`config.mk`:
```
export PLATFORM = sky130hd
export DESIGN_NAME = alu_seq
export DESIGN_NICKNAME = d
export VERILOG_FILES = /design/src/rtl/alu_pkg.sv /design/src/rtl/alu_seq_mul.sv /design/src/rtl/alu_seq.sv
export SDC_FILE = /design/constraint.sdc
export NUM_CORES = 1
export LEC_CHECK = 0
export BUFFER_PORTS_ARGS = -buffer_cell sky130_fd_sc_hd__buf_2
export CORE_MARGIN = 2
export CORE_UTILIZATION = 53
export CTS_CLUSTER_DIAMETER = 150
export DETAILED_ROUTE_END_ITERATION = 10
export PLACE_DENSITY = 0.78
export SLEW_MARGIN = 20
export SYNTH_ARGS = -nofsm -noshare
export SYNTH_HDL_FRONTEND = slang
export SYNTH_SLANG_ARGS = --single-unit
```
`constraint.sdc`:
```
create_clock -name clk -period 1.87 [get_ports clk]
set_clock_uncertainty 0.15 [all_clocks]
set_input_delay 0.374 -clock clk [delete_from_list [all_inputs] [get_ports clk]]
set_output_delay 0.374 -clock clk [all_outputs]
set_load 0.01 [all_outputs]
```
`src/rtl/alu_pkg.sv`:
```
// Shared definitions for the sequential ALU (alu_seq) and its multiplier.
//   - Opcode map (OP_AND ... OP_NOT). Any code not listed here is illegal.
//   - FSM state encoding for the alu_seq controller.
//   - Packed flag bundle {cr, ov, ng, zr}.
// Optional multiplier support is selected with the ALU_SEQ_MUL_EN macro.
package alu_pkg;

    localparam logic [3:0] OP_AND = 4'b0000;
    localparam logic [3:0] OP_OR  = 4'b0001;
    localparam logic [3:0] OP_ADD = 4'b0010;
    localparam logic [3:0] OP_LS  = 4'b0011;
    localparam logic [3:0] OP_SRS = 4'b0100;
    localparam logic [3:0] OP_URS = 4'b0101;
    localparam logic [3:0] OP_SUB = 4'b0110;
    localparam logic [3:0] OP_SLT = 4'b0111;
    localparam logic [3:0] OP_RRO = 4'b1000;
    localparam logic [3:0] OP_LRO = 4'b1001;
    localparam logic [3:0] OP_MUL = 4'b1010;
    localparam logic [3:0] OP_NOT = 4'b1111;

    typedef enum logic [1:0] {
        ST_IDLE    = 2'd0,
        ST_MUL_RUN = 2'd1,
        ST_DONE    = 2'd2
    } state_t;

    typedef struct packed {
        logic cr;
        logic ov;
        logic ng;
        logic zr;
    } flags_t;

endpackage

```
`src/rtl/alu_seq_mul.sv`:
```
// Iterative unsigned shift-add multiplier used by alu_seq when ALU_SEQ_MUL_EN
// is defined.
// Ports:
//   clk, rst_n            clock, asynchronous active-low reset
//   start                 one-cycle pulse; a and b are captured on this edge
//   a, b                  multiplicand, multiplier (WIDTH bits, unsigned)
//   done                  high for exactly one cycle when the product is ready
//   product_hi/product_lo upper/lower WIDTH bits of a*b
// The first shift-add step is folded into the start edge, so the product is
// complete WIDTH-1 cycles later and done is seen in cycle WIDTH after start.
module alu_seq_mul
    import alu_pkg::*;
#(
    parameter int WIDTH = 8
) (
    input  logic             clk,
    input  logic             rst_n,
    input  logic             start,
    input  logic [WIDTH-1:0] a,
    input  logic [WIDTH-1:0] b,
    output logic             done,
    output logic [WIDTH-1:0] product_hi,
    output logic [WIDTH-1:0] product_lo
);

    localparam int CNT_W = $clog2(WIDTH + 1);

    logic [WIDTH-1:0] mcand;
    logic [WIDTH-1:0] acc_hi;
    logic [WIDTH-1:0] mplier;
    logic [CNT_W-1:0] count;
    logic             busy;

    // One step: conditionally add the multiplicand into the upper half, then
    // shift the whole {acc_hi, mplier} pair right by one.
    function automatic logic [2*WIDTH-1:0] step(input logic [WIDTH-1:0] acc,
                                                input logic [WIDTH-1:0] mpl,
                                                input logic [WIDTH-1:0] mc);
        logic [WIDTH:0] sum;
        sum = {1'b0, acc} + (mpl[0] ? {1'b0, mc} : {(WIDTH+1){1'b0}});
        return {sum, mpl[WIDTH-1:1]};
    endfunction

    always_ff @(posedge clk or negedge rst_n) begin
        if (!rst_n) begin
            mcand  <= '0;
            acc_hi <= '0;
            mplier <= '0;
            count  <= '0;
            busy   <= 1'b0;
        end else if (start) begin
            mcand            <= a;
            {acc_hi, mplier} <= step('0, b, a);
            count            <= CNT_W'(WIDTH - 1);
            busy             <= 1'b1;
        end else if (busy) begin
            if (count != '0) begin
                {acc_hi, mplier} <= step(acc_hi, mplier, mcand);
                count            <= count - 1'b1;
            end else begin
                busy <= 1'b0;
            end
        end
    end

    assign done       = busy && (count == '0);
    assign product_hi = acc_hi;
    assign product_lo = mplier;

endmodule

```
`src/rtl/alu_seq.sv`:
```
// Registered WIDTH-bit ALU with a valid/ready handshake.
// Ports:
//   clk, rst_n         clock (rising edge), asynchronous active-low reset
//   in_valid/in_ready  request handshake; in_ready is high only in IDLE
//   op, ina, inb       opcode and operands
//   shamt              shift/rotate amount
//   out_valid/out_ready result handshake; outputs are held while out_valid
//   result, result_hi  result (result_hi is the MUL upper half, else 0)
//   cr, ov, ng, zr     carry, signed overflow, negative, zero
//   illegal            opcode not supported
// Macro ALU_SEQ_MUL_EN: when defined, MUL runs on the iterative multiplier
// (out_valid WIDTH+1 cycles after acceptance); when undefined MUL is an
// illegal opcode and result_hi is constant 0.
module alu_seq
    import alu_pkg::*;
#(
    parameter int WIDTH   = 8,
    parameter int SHAMT_W = 5
) (
    input  logic               clk,
    input  logic               rst_n,
    input  logic               in_valid,
    output logic               in_ready,
    input  logic [3:0]         op,
    input  logic [WIDTH-1:0]   ina,
    input  logic [WIDTH-1:0]   inb,
    input  logic [SHAMT_W-1:0] shamt,
    output logic               out_valid,
    input  logic               out_ready,
    output logic [WIDTH-1:0]   result,
    output logic [WIDTH-1:0]   result_hi,
    output logic               cr,
    output logic               ov,
    output logic               ng,
    output logic               zr,
    output logic               illegal
);

    state_t           state, state_next;
    logic [WIDTH-1:0] res_reg;
    flags_t           flags_reg;
    logic             illegal_reg;
    logic             load_alu;

    // Single-cycle datapath, evaluated straight from the request inputs so
    // the result can be registered on the acceptance edge.
    logic             is_sub;
    logic [WIDTH-1:0] b_eff;
    logic [WIDTH:0]   sum_ext;
    logic [31:0]      sh;
    logic [31:0]      rot;
    logic [WIDTH-1:0] alu_res;
    flags_t           alu_flags;
    logic             alu_illegal;

    assign is_sub  = (op == OP_SUB);
    assign b_eff   = inb ^ {WIDTH{is_sub}};
    assign sum_ext = {1'b0, ina} + {1'b0, b_eff} + {{WIDTH{1'b0}}, is_sub};
    assign sh      = 32'(shamt);
    assign rot     = sh % 32'(WIDTH);

    always_comb begin
        alu_res     = '0;
        alu_flags   = '0;
        alu_illegal = 1'b0;
        case (op)
            OP_AND: alu_res = ina & inb;
            OP_OR:  alu_res = ina | inb;
            OP_ADD, OP_SUB: begin
                alu_res      = sum_ext[WIDTH-1:0];
                alu_flags.cr = sum_ext[WIDTH];
                // Overflow: both addends share a sign that the sum lacks.
                alu_flags.ov = (ina[WIDTH-1] == b_eff[WIDTH-1]) &&
                               (sum_ext[WIDTH-1] != ina[WIDTH-1]);
            end
            OP_LS:  alu_res = (sh >= 32'(WIDTH)) ? '0 : (ina << sh);
            OP_URS: alu_res = (sh >= 32'(WIDTH)) ? '0 : (ina >> sh);
            OP_SRS: alu_res = (sh >= 32'(WIDTH)) ? {WIDTH{ina[WIDTH-1]}}
                                                 : $unsigned($signed(ina) >>> sh);
            OP_SLT: alu_res = {{(WIDTH-1){1'b0}}, (ina < inb)};
            // A rotate by 0 shifts the other term by WIDTH, which yields 0.
            OP_RRO: alu_res = (ina >> rot) | (ina << (32'(WIDTH) - rot));
            OP_LRO: alu_res = (ina << rot) | (ina >> (32'(WIDTH) - rot));
            OP_NOT: alu_res = ~ina;
`ifdef ALU_SEQ_MUL_EN
            OP_MUL: alu_res = '0;
`endif
            default: alu_illegal = 1'b1;
        endcase
        alu_flags.ng = alu_res[WIDTH-1];
        alu_flags.zr = (alu_res == '0);
    end

`ifdef ALU_SEQ_MUL_EN
    logic             mul_start;
    logic             mul_done;
    logic             load_mul;
    logic [WIDTH-1:0] mul_hi;
    logic [WIDTH-1:0] mul_lo;
    logic [WIDTH-1:0] res_hi_reg;
    flags_t           mul_flags;

    alu_seq_mul #(.WIDTH(WIDTH)) u_mul (
        .clk        (clk),
        .rst_n      (rst_n),
        .start      (mul_start),
        .a          (ina),
        .b          (inb),
        .done       (mul_done),
        .product_hi (mul_hi),
        .product_lo (mul_lo)
    );

    assign mul_flags = {1'b0, 1'b0, mul_lo[WIDTH-1], ({mul_hi, mul_lo} == '0)};
`endif

    always_comb begin
        state_next = state;
        load_alu   = 1'b0;
`ifdef ALU_SEQ_MUL_EN
        mul_start  = 1'b0;
        load_mul   = 1'b0;
`endif
        case (state)
            ST_IDLE: begin
                if (in_valid) begin
`ifdef ALU_SEQ_MUL_EN
                    if (op == OP_MUL) begin
                        mul_start  = 1'b1;
                        state_next = ST_MUL_RUN;
                    end else
`endif
                    begin
                        load_alu   = 1'b1;
                        state_next = ST_DONE;
                    end
                end
            end
`ifdef ALU_SEQ_MUL_EN
            ST_MUL_RUN: begin
                if (mul_done) begin
                    load_mul   = 1'b1;
                    state_next = ST_DONE;
                end
            end
`endif
            ST_DONE: begin
                // Returning to IDLE (not directly accepting) keeps the
                // handshake cycle and the next acceptance distinct.
                if (out_ready) state_next = ST_IDLE;
            end
            default: state_next = ST_IDLE;
        endcase
    end

    always_ff @(posedge clk or negedge rst_n) begin
        if (!rst_n) begin
            state       <= ST_IDLE;
            res_reg     <= '0;
            flags_reg   <= '0;
            illegal_reg <= 1'b0;
`ifdef ALU_SEQ_MUL_EN
            res_hi_reg  <= '0;
`endif
        end else begin
            state <= state_next;
            if (load_alu) begin
                res_reg     <= alu_res;
                flags_reg   <= alu_flags;
                illegal_reg <= alu_illegal;
`ifdef ALU_SEQ_MUL_EN
                res_hi_reg  <= '0;
            end else if (load_mul) begin
                res_reg     <= mul_lo;
                res_hi_reg  <= mul_hi;
                flags_reg   <= mul_flags;
                illegal_reg <= 1'b0;
`endif
            end
        end
    end

    assign in_ready  = (state == ST_IDLE);
    assign out_valid = (state == ST_DONE);
    assign result    = res_reg;
`ifdef ALU_SEQ_MUL_EN
    assign result_hi = res_hi_reg;
`else
    assign result_hi = '0;
`endif
    assign cr        = flags_reg.cr;
    assign ov        = flags_reg.ov;
    assign ng        = flags_reg.ng;
    assign zr        = flags_reg.zr;
    assign illegal   = illegal_reg;

endmodule

```
==> impl_results.rst <==
.. list-table::
   :header-rows: 1

   * - Metric
     - Value
   * - Largest net degree at the start of global routing
     - 25
   * - Filler instances
     - 323
   * - Routed vias
     - 4,805
   * - Final setup viols
     - 11
   * - Hold violation count in the final report
     - 0
   * - Via count of the first global-routing pass
     - 4,537
   * - TritonCTS clock tree
     - yes
   * - Violated checks
     - negative setup slack
   * - Avg Synthesized Cell Area
     - 7.966 um2
   * - Maximum vdd ir drop
     - 0.3643 mV
   * - Slew Limit Headroom
     - 51.38%
   * - Number of standard-cell rows in the floorplan
     - 28
   * - MaxCap Viol Count
     - 0
   * - Warnings from Yosys
     - 0
   * - Fraction of final layout cells sized beyond drive strength 1
     - 44.52%
   * - First drt pass iteration count
     - 10
   * - Remaining number of nets flagged by the antenna check after routing
     - 0
   * - GRT Util Overall
     - 44.78%
   * - RSZ-0062 raised after global routing
     - yes
   * - Share of the clock period used by the worst path after layout
     - 174.2%
   * - Io pins
     - 52
   * - Max-slew violations
     - 0
   * - Clock-pin slew on the worst setup and hold paths
     - 60 ps
   * - Hold/Removal Path Class
     - in2reg
   * - Inserted Diodes
     - 0
   * - Max clock buf depth
     - 2
   * - Number of clock sinks
     - 13
   * - Most frequent cells in the layout
     - sky130_fd_sc_hd__buf_4 (135), sky130_fd_sc_hd__nand2_1 (40), sky130_fd_sc_hd__buf_2 (39)
   * - Cell at the root of the clock tree
     - sky130_fd_sc_hd__clkbuf_8
   * - Most frequent standard cell in the layout excluding fill and tap cells
     - sky130_fd_sc_hd__buf_4
   * - Critical path launch point type
     - primary input
   * - First-pass GRT wire length
     - 24,490 um
   * - Sequential share of the synthesized area
     - 9.723%
   * - Highest net fanout along the worst path
     - 4
   * - Max FFs per register
     - 8
   * - Number of antenna violations at the first check in global routing
     - 1
   * - GRT overflow
     - 0
   * - Initial drt markers
     - 974
   * - Area enclosed by the die boundary
     - 6964 um2
   * - Total Wirelength
     - 18,080 um
   * - Post-DP HPWL
     - 11,120 um
   * - Leakage power figure
     - 2.382 nW
   * - Final worst-path setup slack
     - -1388 ps
   * - Required time of the critical path
     - 1870 ps
   * - Run status
     - finished, violations left
   * - # nets final
     - 648
   * - Count of flip-flops with a built-in enable after synthesis
     - 0
   * - H-Tree Level Count
     - 1
   * - Number of synthesized register bits
     - 13
   * - Measured slew at the worst slew-check pin
     - 727.8 ps
   * - Die outline height
     - 83.45 um
   * - Initial standard-cell utilization of the core
     - 55.52%
   * - Most frequently used flop master after synthesis
     - sky130_fd_sc_hd__dfrtp_1
   * - Max Clock Freq
     - 307.0 MHz
   * - Area of the mapped netlist
     - 3346 um2
   * - Via count normalized by instance count
     - 7.291
   * - Crit path capture type
     - register
   * - Distinct cells, synth
     - 77
   * - Area of the multi-input gates
     - 3029 um2
   * - Horizontal extent of the die
     - 83.45 um
   * - Asr flop ratio synth
     - 100.0%
   * - Critical path type
     - in2reg
   * - Minimum period implied by the final worst setup slack
     - 3258 ps
   * - Port Buf Inserts
     - 43
   * - Clock latency at the later pin of the worst-skew pair
     - 250 ps
   * - Final GP Congestion
     - 1.052
   * - Drt drc
     - 0
   * - Core box area
     - 6026 um2
   * - Areal power density over the cells
     - 444.8 nW/um2
   * - Layout overhead on the synthesized area
     - 48.65%
   * - Register cell area after layout
     - 325.3 um2
   * - Number of instances in the synthesized netlist
     - 420
   * - Clock buffers created by TritonCTS
     - 3
   * - Final worst hold slack
     - 157.9 ps
   * - Routed wire length per instance
     - 27.43 um
   * - Sum Neg Setup Slack
     - -11,980 ps
   * - Arrival time reported for the critical path endpoint
     - 3250 ps
==> report_power, final <==
group / switching (W) / internal (W)
Combinational: 0.000867 / 0.000698
Sequential: 0.0000406 / 0.000336
Clock: 0.000119 / 0.000151
Total: 0.00103 / 0.00119
==> synthesized netlist by cell type (7+ instances only) <==
cell	number	area, um2
sky130_fd_sc_hd__a21oi_1	16	80.08
sky130_fd_sc_hd__nor3_1	10	50.05
sky130_fd_sc_hd__clkbuf_1	9	33.78
sky130_fd_sc_hd__buf_2	10	50.05
sky130_fd_sc_hd__nor2_1	26	97.59
sky130_fd_sc_hd__nor2b_1	7	43.79
sky130_fd_sc_hd__buf_4	9	67.56
sky130_fd_sc_hd__o22ai_1	9	56.30
sky130_fd_sc_hd__xnor2_1	8	70.07
sky130_fd_sc_hd__dfrtp_1	13	325.3
sky130_fd_sc_hd__ha_1	33	412.9
sky130_fd_sc_hd__nand2_1	42	157.7
sky130_fd_sc_hd__nand3_1	7	35.03
sky130_fd_sc_hd__mux2i_1	26	260.3
sky130_fd_sc_hd__mux4_2	7	157.7
sky130_fd_sc_hd__o21ai_0	17	85.08
sky130_fd_sc_hd__nand2b_1	19	118.9
sky130_fd_sc_hd__inv_1	26	97.59
==> final timing paths <==
check                      cells past startpoint       from  slack [ps]        end
max                                           13      op[0]       -1390         zr
min reg2reg                                    2  result[1]         330  result[1]
min                                            2  out_ready         160   state[1]
min in group asynchronous                      2      rst_n         400         zr
max reg2reg                                    5   state[1]          40         zr
max in group asynchronous                      2      rst_n         930  result[6]
==> per-stage QoR <==
stage	instance area, um2	power (W)	std cells	setup slack, ps	utilization, %
after floorplan	3477	0.001075	427	-1157	-
after global placement	4543	0.001572	642	-1218	75.39
after detailed placement	4543	0.001619	642	-1340	75.39
after CTS	4713	0.001932	651	-1036	78.22
after global routing	4974	0.002270	659	-1505	82.54
final	4974	0.002212	659	-1388	82.54
==> worst max-delay path, cell delays in order <==
cell,delay (ps)
sky130_fd_sc_hd__buf_8,100
sky130_fd_sc_hd__nor4bb_4,280
sky130_fd_sc_hd__buf_6,170
sky130_fd_sc_hd__buf_4,120
sky130_fd_sc_hd__mux2i_1,200
sky130_fd_sc_hd__fa_2,590
sky130_fd_sc_hd__inv_1,50
sky130_fd_sc_hd__a22o_1,240
sky130_fd_sc_hd__a22oi_2,170
sky130_fd_sc_hd__o31ai_2,140
sky130_fd_sc_hd__a2111oi_4,340
sky130_fd_sc_hd__nand3_1,150
sky130_fd_sc_hd__o41ai_2,310
==> repair_timing <==
action,CTS,global route
setup endpoints to repair,11,11
setup buffers,4,9
hold buffers,1,0
pin swaps,15,19
hold endpoints to repair,13,0
resized for setup,20,41
==> per-layer routing <==
layer	global-route usage [%]	up-vias	share of wire [%]
li1	-	1871	-
met1	51.10	2144	31
met2	72.51	537	42
met3	10.58	253	15
met4	33.58	0	12
met5	0	-	0
==> logic make-up after synthesis <==
| logic type | share of synthesized area, % |
|---|---|
| fa+ha+maj | 12.94 |
| mux | 15.71 |
| compound gates | 24.83 |
| flops | 9.723 |
| buf+inv | 9.573 |
| xor+xnor | 3.441 |
| simple gates | 23.67 |
| other cells | 0.1121 |
==> area by class of cell <==
type | instances | area share, %
flip-flops and latches | 13 | 6.541
multi-input cells | 353 | 60.91
inverters | 27 | 2.189
clock buffers | 4 | 0.9057
well taps | 75 | 1.887
repair buffers | 187 | 27.57
Note: power is estimated with default switching activity, not from simulation.
